--- src/rtl/serial_frame_pkg.sv ---
// Shared types and constants for the serial frame link (transmitter side).
// Build option: FRAME_TX_PARITY_EN appends an even-parity bit after the payload.
package serial_frame_pkg;

    typedef enum logic [1:0] {
        IDLE     = 2'd0,
        PREAMBLE = 2'd1,
        PAYLOAD  = 2'd2,
        PARITY   = 2'd3
    } state_t;

    localparam int PRE_W = 4;
    // The preamble pattern cannot share the name of the PREAMBLE state.
    localparam logic [PRE_W-1:0] PREAMBLE_PAT = 4'b1011;

    function automatic int max_int(input int a, input int b);
        return (a > b) ? a : b;
    endfunction

endpackage

--- src/rtl/frame_bit_counter.sv ---
// Down-counter with load and count enable; stops at zero and flags it on tc.
module frame_bit_counter #(
    parameter int CNT_W = 4
) (
    input  logic             clk,
    input  logic             rst,
    input  logic             en,
    input  logic             load,
    input  logic [CNT_W-1:0] load_val,
    output logic [CNT_W-1:0] cnt,
    output logic             tc
);

    logic [CNT_W-1:0] cnt_q, cnt_d;

    always_comb begin
        cnt_d = cnt_q;
        if (load) begin
            cnt_d = load_val;
        end else if (en && (cnt_q != '0)) begin
            cnt_d = cnt_q - 1'b1;
        end
    end

    always_ff @(posedge clk) begin
        if (rst) cnt_q <= '0;
        else     cnt_q <= cnt_d;
    end

    assign cnt = cnt_q;
    assign tc  = (cnt_q == '0);

endmodule

--- src/rtl/frame_transmitter.sv ---
// Serial frame transmitter: preamble 1011 then payload MSB first, one bit per clk_en.
// Build option: FRAME_TX_PARITY_EN adds an even-parity bit after the payload.
module frame_transmitter
    import serial_frame_pkg::*;
#(
    parameter int PAYLOAD_W = 8
) (
    input  logic                 clk,
    input  logic                 rst,
    input  logic                 clk_en,
    input  logic                 in_valid,
    output logic                 in_ready,
    input  logic [PAYLOAD_W-1:0] in_data,
    output logic                 ser_out,
    output logic                 ser_out_valid,
    output logic                 tx_busy,
    output logic                 tx_done,
    output state_t               dbg_state
);

    localparam int CNT_W = max_int($clog2(PAYLOAD_W + 1), $clog2(PRE_W));

    // Handshake: a word transfers on any clk edge where in_valid and in_ready are both high.
    state_t               state_q, state_d;
    logic [PAYLOAD_W-1:0] shift_q, shift_d;
    logic                 ser_out_q, ser_out_d;
    logic                 sov_q, sov_d;
    logic                 busy_q, busy_d;
    logic                 done_q, done_d;
    logic                 cnt_load;
    logic [CNT_W-1:0]     cnt_load_val;
    logic [CNT_W-1:0]     cnt;
    logic                 cnt_tc;
    logic                 frame_end;
`ifdef FRAME_TX_PARITY_EN
    logic                 parity_q, parity_d;
`endif

    assign in_ready = (state_q == IDLE) & ~rst;

    frame_bit_counter #(.CNT_W(CNT_W)) u_bit_counter (
        .clk      (clk),
        .rst      (rst),
        .en       (clk_en),
        .load     (cnt_load),
        .load_val (cnt_load_val),
        .cnt      (cnt),
        .tc       (cnt_tc)
    );

    // Payload count runs PAYLOAD_W..0: the extra zero step is the edge that ends the last bit.
    always_comb begin
        state_d      = state_q;
        shift_d      = shift_q;
        ser_out_d    = ser_out_q;
        sov_d        = sov_q;
        busy_d       = busy_q;
        done_d       = 1'b0;
        cnt_load     = 1'b0;
        cnt_load_val = '0;
        frame_end    = 1'b0;
`ifdef FRAME_TX_PARITY_EN
        parity_d     = parity_q;
`endif
        case (state_q)
            IDLE: begin
                if (in_valid && in_ready) begin
                    state_d      = PREAMBLE;
                    shift_d      = in_data;
                    busy_d       = 1'b1;
                    cnt_load     = 1'b1;
                    cnt_load_val = CNT_W'(PRE_W - 1);
`ifdef FRAME_TX_PARITY_EN
                    parity_d     = ^in_data;
`endif
                end
            end
            PREAMBLE: begin
                if (clk_en) begin
                    ser_out_d = |(PREAMBLE_PAT & (PRE_W'(1) << cnt));
                    sov_d     = 1'b0;
                    if (cnt_tc) begin
                        state_d      = PAYLOAD;
                        cnt_load     = 1'b1;
                        cnt_load_val = CNT_W'(PAYLOAD_W);
                    end
                end
            end
            PAYLOAD: begin
                if (clk_en) begin
                    if (!cnt_tc) begin
                        ser_out_d = shift_q[PAYLOAD_W-1];
                        sov_d     = 1'b1;
                        shift_d   = shift_q << 1;
                    end else begin
`ifdef FRAME_TX_PARITY_EN
                        ser_out_d    = parity_q;
                        sov_d        = 1'b1;
                        state_d      = PARITY;
                        cnt_load     = 1'b1;
                        cnt_load_val = '0;
`else
                        frame_end    = 1'b1;
`endif
                    end
                end
            end
`ifdef FRAME_TX_PARITY_EN
            PARITY: begin
                if (clk_en) frame_end = 1'b1;
            end
`endif
            default: state_d = IDLE;
        endcase

        if (frame_end) begin
            state_d   = IDLE;
            ser_out_d = 1'b0;
            sov_d     = 1'b0;
            busy_d    = 1'b0;
            done_d    = 1'b1;
        end
    end

    always_ff @(posedge clk) begin
        if (rst) begin
            state_q   <= IDLE;
            shift_q   <= '0;
            ser_out_q <= 1'b0;
            sov_q     <= 1'b0;
            busy_q    <= 1'b0;
            done_q    <= 1'b0;
        end else begin
            state_q   <= state_d;
            shift_q   <= shift_d;
            ser_out_q <= ser_out_d;
            sov_q     <= sov_d;
            busy_q    <= busy_d;
            done_q    <= done_d;
        end
    end

`ifdef FRAME_TX_PARITY_EN
    always_ff @(posedge clk) begin
        if (rst) parity_q <= 1'b0;
        else     parity_q <= parity_d;
    end
`endif

    assign ser_out       = ser_out_q;
    assign ser_out_valid = sov_q;
    assign tx_busy       = busy_q;
    assign tx_done       = done_q;
    assign dbg_state     = state_q;

endmodule
--- config.mk ---
export PLATFORM = sky130hd
export DESIGN_NAME = frame_transmitter
export DESIGN_NICKNAME = d
export VERILOG_FILES = /design/src/rtl/serial_frame_pkg.sv /design/src/rtl/frame_bit_counter.sv /design/src/rtl/frame_transmitter.sv
export SDC_FILE = /design/constraint.sdc
export NUM_CORES = 1
export LEC_CHECK = 0
export ABC_AREA = 1
export CAP_MARGIN = 0
export CORE_UTILIZATION = 30
export DETAILED_ROUTE_END_ITERATION = 7
export GPL_ROUTABILITY_DRIVEN = 1
export GPL_TIMING_DRIVEN = 0
export PLACE_DENSITY = 0.48
export SYNTH_ARGS = -nofsm -noshare
export SYNTH_HDL_FRONTEND = slang
export SYNTH_SLANG_ARGS = --single-unit
--- constraint.sdc ---
create_clock -name clk -period 1.6 [get_ports clk]
set_clock_uncertainty 0.1 [all_clocks]
set_input_delay 0.16 -clock clk [delete_from_list [all_inputs] [get_ports clk]]
set_output_delay 0.16 -clock clk [all_outputs]
set_load 0.03 [all_outputs]
==> flow_summary.json, run 1 <==
{
  "detail_route.wl_per_cell_um": 10.9,
  "synth_edf_count": 0,
  "utilization_pct": 42.3,
  "start_kind": "flip-flop",
  "start_util_pct": 32.6,
  "finalHoldViolCount": 0,
  "vias_per_cell": 4.43,
  "hold_ws_ns": 0.152,
  "nets": 177,
  "portBuffers": 17,
  "yosysTopAreaCell": "dfxtp_1",
  "clkLatencyLatePin_ns": 0.30,
  "grt_start_max_net_pins": 11,
  "tightest_slew_ns": 0.322,
  "cts_root_buf": "clkbuf_4",
  "fin_tns_setup_ns": 0,
  "io_pins": 19,
  "p_seq_share_pct": 42.2,
  "async_flop_share_pct": 0,
  "powerDensity_nw_per_um2": 935,
  "p_int_uw": 814,
  "setup_ws_ns": 0.0640,
  "dpl_worst_slack_ns": -0.252,
  "critPathKind": "reg2out",
  "core_area_um2": 3180,
  "yosysTopAreaCellShare_pct": 34.7,
  "p_sw_share_pct": 35.2,
  "fp.dieH_um": 60.8,
  "first_global_vias": 867,
  "cp_max_fo": 7,
  "clockBufferDepth": 2,
  "startpoint": "dbg_state[0]",
  "synth.distinct_cells": 24,
  "p_leak_nw": 0.621,
  "syn-cell-area_um2": 1040,
  "drive_gt1_share_pct": 32.7,
  "ys_ff_latch": 18,
  "cts.sinks": 18,
  "clock_power_share_pct": 23.3,
  "die_area_um2": 3700,
  "grt_use_total_pct": 14.6,
  "vdd_drop_max_mv": 0.377,
  "dp_hpwl_um": 1660,
  "p_comb_share_pct": 34.5,
  "antenna_found_initial": 0,
  "num_vias": 912,
  "crit_required_ns": 1.34,
  "cts_made_buffers": 3,
  "power_switching_uw": 443,
  "grt_pass1_wl_um": 3940,
  "drv_cap": 0,
  "yosys_warnings": 0,
  "wl_um": 2250,
  "avgSynthCellArea_um2": 7.57,
  "fmax_mhz": 651,
  "synthFlopType": "dfxtp_1",
  "finalCritPeriodShare_pct": 96.0,
  "timing.rr.start": "u_bit_counter.cnt[1]",
  "arrival_ns": 1.28,
  "fp-row-count": 20,
  "n_antenna_cell": 0,
  "postSynthCellCount": 137,
  "end_kind": "primary output",
  "synthTopCellsByArea": "dfxtp_1 (35%), nand2_1 (12%), nand3_1 (7.2%)",
  "grt-ovfl-total": 0,
  "hold_class": "in2reg",
  "gp_congestion": 0.763,
  "r2r_slack_ns": 0.12,
  "setup_viol": 0,
  "cts_tree": "done",
  "status": "finished clean",
  "drc": 0,
  "synth.most_common_cell": "nand2_1",
  "seq_area_frac_synth_pct": 34.7,
  "synth_common_cells": "nand2_1 (34), dfxtp_1 (18), nand3_1 (15), nor2_1 (13), nor2_2 (9)",
  "rsz0062_at_grt": "no",
  "area_growth_pct": 29.7,
  "slew-limit-headroom_pct": 78.5,
  "worstRegToRegCells": 9,
  "ant_nets": 0,
  "synth_fp_nets": 151,
  "totalPowerFinal_mw": 1.26,
  "htreeDepth": 1,
  "crit_end": "in_ready",
  "die-width_um": 60.8,
  "cts.reportedPaths.clkPinSlew_ns": 0.11,
  "drtPass1Iterations": 2,
  "drtIter0Drc": 34,
  "drv_slew": 0,
  "reg2reg_to": "shift_q[2]",
  "period_needed_ns": 1.54
}
==> worst max-delay path, cell delays in order (launching register included) <==
cell and delay [ns]:
dfxtp_1 0.41, nor3_2 0.24, clkdlybuf4s15_2 0.33
==> layer usage <==
layer | wire length [µm] | global-route usage (%) | up-vias
met5 | 0 | 0 | -
met4 | 19 | 2.92 | 0
met3 | 104 | 4.69 | 2
met2 | 991 | 23.4 | 15
met1 | 1140 | 19.2 | 406
li1 | - | - | 489
==> stage by stage <==
step / std cells / area, µm²
after floorplan: 137 / 1040
after global placement: 198 / 1270
after detailed placement: 198 / 1270
after CTS: 202 / 1300
after global routing: 206 / 1350
final: 206 / 1350
==> worst min-delay path by stage <==
stage / depth (start not counted) / startpoint / endpoint / slack, ns
2_1_floorplan: 1 / rst / shift_q[0] / 0.13
3_3_place_gp: 2 / tx_busy / tx_busy / 0.34
4_1_cts: 3 / clk_en / ser_out_valid / 0.13
5_1_grt: 3 / clk_en / tx_done / 0.14
3_5_place_dp: 2 / tx_busy / tx_busy / 0.34
6_report: 3 / clk_en / tx_done / 0.15
==> timing repair <==
item	in CTS	in global routing
buffers inserted	0	4
resized for setup	6	8
setup endpoints to repair	4	17
cloned	0	0
hold buffers	0	0
pin swaps	0	3
==> final cells by class <==
class,instances,area [µm²]
Inverter,11,46.3
Fill cell,360,1830
Sequential cell,18,362
Clock buffer,4,36.3
Multi-Input combinational cell,103,587
Tap cell,44,55.1
Timing Repair Buffer,21,205
Buffer,5,53.8
==> kinds of logic after synthesis <==
group / synth area share, %
buf+inv: 9.65
compound gates: 9.05
flops: 34.7
simple gates: 44.1
fa+ha+maj: 2.41
==> cell usage in the layout (no fill, tap or decap), drive strengths merged <==
master / count
nand2: 40
nor2: 23
nand3: 21
dfxtp: 18
inv: 11
clkdlybuf4s50: 10
a21oi: 9
buf: 9
clkbuf: 4
nand4: 3
dlygate4sd2: 3
dlymetal6s2s: 3
o21ai: 3
ha: 2
nor3: 2
clkdlybuf4s15: 1
==> flip-flops by register name, indices dropped and copies added, names as in the netlist <==
name and count:
tx_done 1, tx_busy 1, dbg_state 2, shift_q 8, ser_out 1, ser_out_valid 1
u_bit_counter.cnt 4
==> power by group through the flow <==
| stage | clock network, mW | logic (mW) | registers [mW] |
|---|---|---|---|
| 2_1_floorplan | 0 | 0.296 | 0.549 |
| 3_5_place_dp | 0 | 0.415 | 0.539 |
| 4_1_cts | 0.308 | 0.412 | 0.529 |
| 3_3_place_gp | 0 | 0.407 | 0.539 |
| 6_report | 0.293 | 0.434 | 0.531 |
| 5_1_grt | 0.333 | 0.483 | 0.537 |
No activity file was read; power rests on OpenSTA's default activity.
==> inputs of run 2 (changes only) <==
--- a/config.mk
+++ b/config.mk
@@ -6,7 +6,8 @@
 export NUM_CORES = 1
 export LEC_CHECK = 0
 export ABC_AREA = 1
-export CAP_MARGIN = 0
+export CAP_MARGIN = 5
+export CORE_MARGIN = 10
 export CORE_UTILIZATION = 30
 export DETAILED_ROUTE_END_ITERATION = 7
 export GPL_ROUTABILITY_DRIVEN = 1
==> flow_summary.json, run 2 (synthesis gave the netlist of run 1 again) <==
{
  "antenna_found_initial": 0,
  "area_growth_pct": 26.3,
  "drc": 0,
  "die_area_um2": 6210,
  "start_util_pct": 31.1,
  "grt_use_total_pct": 7.98,
  "setup_ws_ns": 0.0738,
  "fp-row-count": 21,
  "cp_max_fo": 1,
  "max_stage_delay_ns": 0.66,
  "core_area_um2": 3340,
  "crit_family": "buffers and inverters",
  "drv_slew": 0,
  "drtPass1Iterations": 5,
  "worstPathCellList": "clkdlybuf4s50_1",
  "dpl_cell_area_um2": 1270,
  "portBuffers": 17,
  "period_needed_ns": 1.53,
  "mostFrequentLayoutCell": "nand2_1",
  "p_comb_share_pct": 36.5,
  "cp_slowest_cell": "clkdlybuf4s50_1",
  "gp_congestion": 0.776,
  "design_area_um2": 1310,
  "p_leak_nw": 0.585,
  "dp_hpwl_um": 1820,
  "cts_made_buffers": 3,
  "seqCellArea_um2": 362,
  "status": "finished clean",
  "hold_class": "in2reg",
  "multiInputGateArea_um2": 587,
  "cts_tree": "done",
  "start_kind": "flip-flop",
  "clock_power_share_pct": 19.1,
  "utilization_pct": 39.3,
  "cts.sinks": 18,
  "fp.dieH_um": 78.8,
  "htreeDepth": 1,
  "p_sw_share_pct": 36.0,
  "vias_per_cell": 4.41,
  "largest_register_ffs": 8,
  "die-width_um": 78.8,
  "clockBufferDepth": 2,
  "grt_start_max_net_pins": 11,
  "drv_cap": 0,
  "finalHoldViolCount": 0,
  "crit_required_ns": 1.34,
  "cts.reportedPaths.clkPinSlew_ns": 0.11,
  "powerDensity_nw_per_um2": 916,
  "slew-limit-headroom_pct": 77.5,
  "num_vias": 905,
  "r2r_slack_ns": 0.08,
  "grt-ovfl-total": 0,
  "n_antenna_cell": 0,
  "dpl_worst_slack_ns": -0.228,
  "drtIter0Drc": 29,
  "critPathKind": "reg2out",
  "final_cell_mix": "nand2_1 (33), dfxtp_1 (17), nand3_1 (15)",
  "n_fill_cell": 362,
  "tightest_slew_ns": 0.337,
  "detail_route.wl_per_cell_um": 11.5,
  "finalCritPeriodShare_pct": 95.4,
  "power_switching_uw": 432,
  "worst-path-buf-inv": 1,
  "drive_gt1_share_pct": 31.4,
  "end_kind": "primary output",
  "p_seq_share_pct": 44.3,
  "vdd_drop_max_mv": 0.427,
  "wl_um": 2360,
  "first_global_vias": 886,
  "arrival_ns": 1.27,
  "regMostFlops": "shift_q",
  "p_int_uw": 769,
  "hold_ws_ns": 0.149,
  "nets": 175,
  "cts_root_buf": "clkbuf_4",
  "clkLatencyLatePin_ns": 0.29,
  "instances_no_fill": 205,
  "io_pins": 19,
  "ant_nets": 0,
  "setup_viol": 0,
  "fmax_mhz": 655,
  "grt_pass1_wl_um": 4020,
  "dp_cells": 200
}
==> run 2: area by class of cell <==
type	count	share of cell area, %
Buffer	5	4.11
Clock buffer	3	1.72
Inverter	11	3.53
Multi-Input combinational cell	103	44.8
Sequential cell	18	27.6
Tap cell	46	4.39
Timing Repair Buffer	19	13.8
==> run 2: through the flow <==
| step | TNS [ns] | power, mW |
|---|---|---|
| final | 0 | 1.20 |
| after detailed placement | -0.335 | 0.955 |
| after floorplan | 0 | 0.845 |
| after global placement | -0.267 | 0.948 |
| after CTS | 0 | 1.18 |
| after global routing | -0.000375 | 1.28 |
==> run 2: final timing paths <==
check / from / endpoint / depth (start not counted)
worst min-delay path: clk_en / ser_out_valid / 3
worst min register to register: tx_busy / tx_busy / 2
worst max register to register: u_bit_counter.cnt[0] / shift_q[2] / 9
worst max-delay path: tx_done / tx_done / 1
==> run 2: repair_timing <==
action                     CTS  global route
buffers inserted             0             2
hold buffers                 0             0
setup endpoints to repair    4            15
pin swaps                    0             2
gates resized for setup      5             8
==> run 2: power groups by stage <==
stage	logic, mW	clock network (mW)	registers [mW]
finish	0.439	0.229	0.532
global route	0.490	0.253	0.539
CTS	0.413	0.242	0.529
detailed placement	0.415	0	0.540
global placement	0.409	0	0.539
floorplan	0.296	0	0.549
==> run 2: routing by layer <==
metal,vias up,global-route usage (%),part of all wire (%)
li1,489,-,-
met1,407,9.20,47
met2,7,13.7,50
met3,2,2.70,1.9
met4,0,2.15,0.93
met5,-,0,0
==> inputs of run 3 (changes only) <==
--- a/config.mk
+++ b/config.mk
@@ -9,6 +9,7 @@
 export CAP_MARGIN = 5
 export CORE_MARGIN = 10
 export CORE_UTILIZATION = 30
+export CTS_CLUSTER_DIAMETER = 150
 export DETAILED_ROUTE_END_ITERATION = 7
 export GPL_ROUTABILITY_DRIVEN = 1
 export GPL_TIMING_DRIVEN = 0
==> results of run 3 <==
No change in the layout: final DEF, timing and power equal those of run 2.
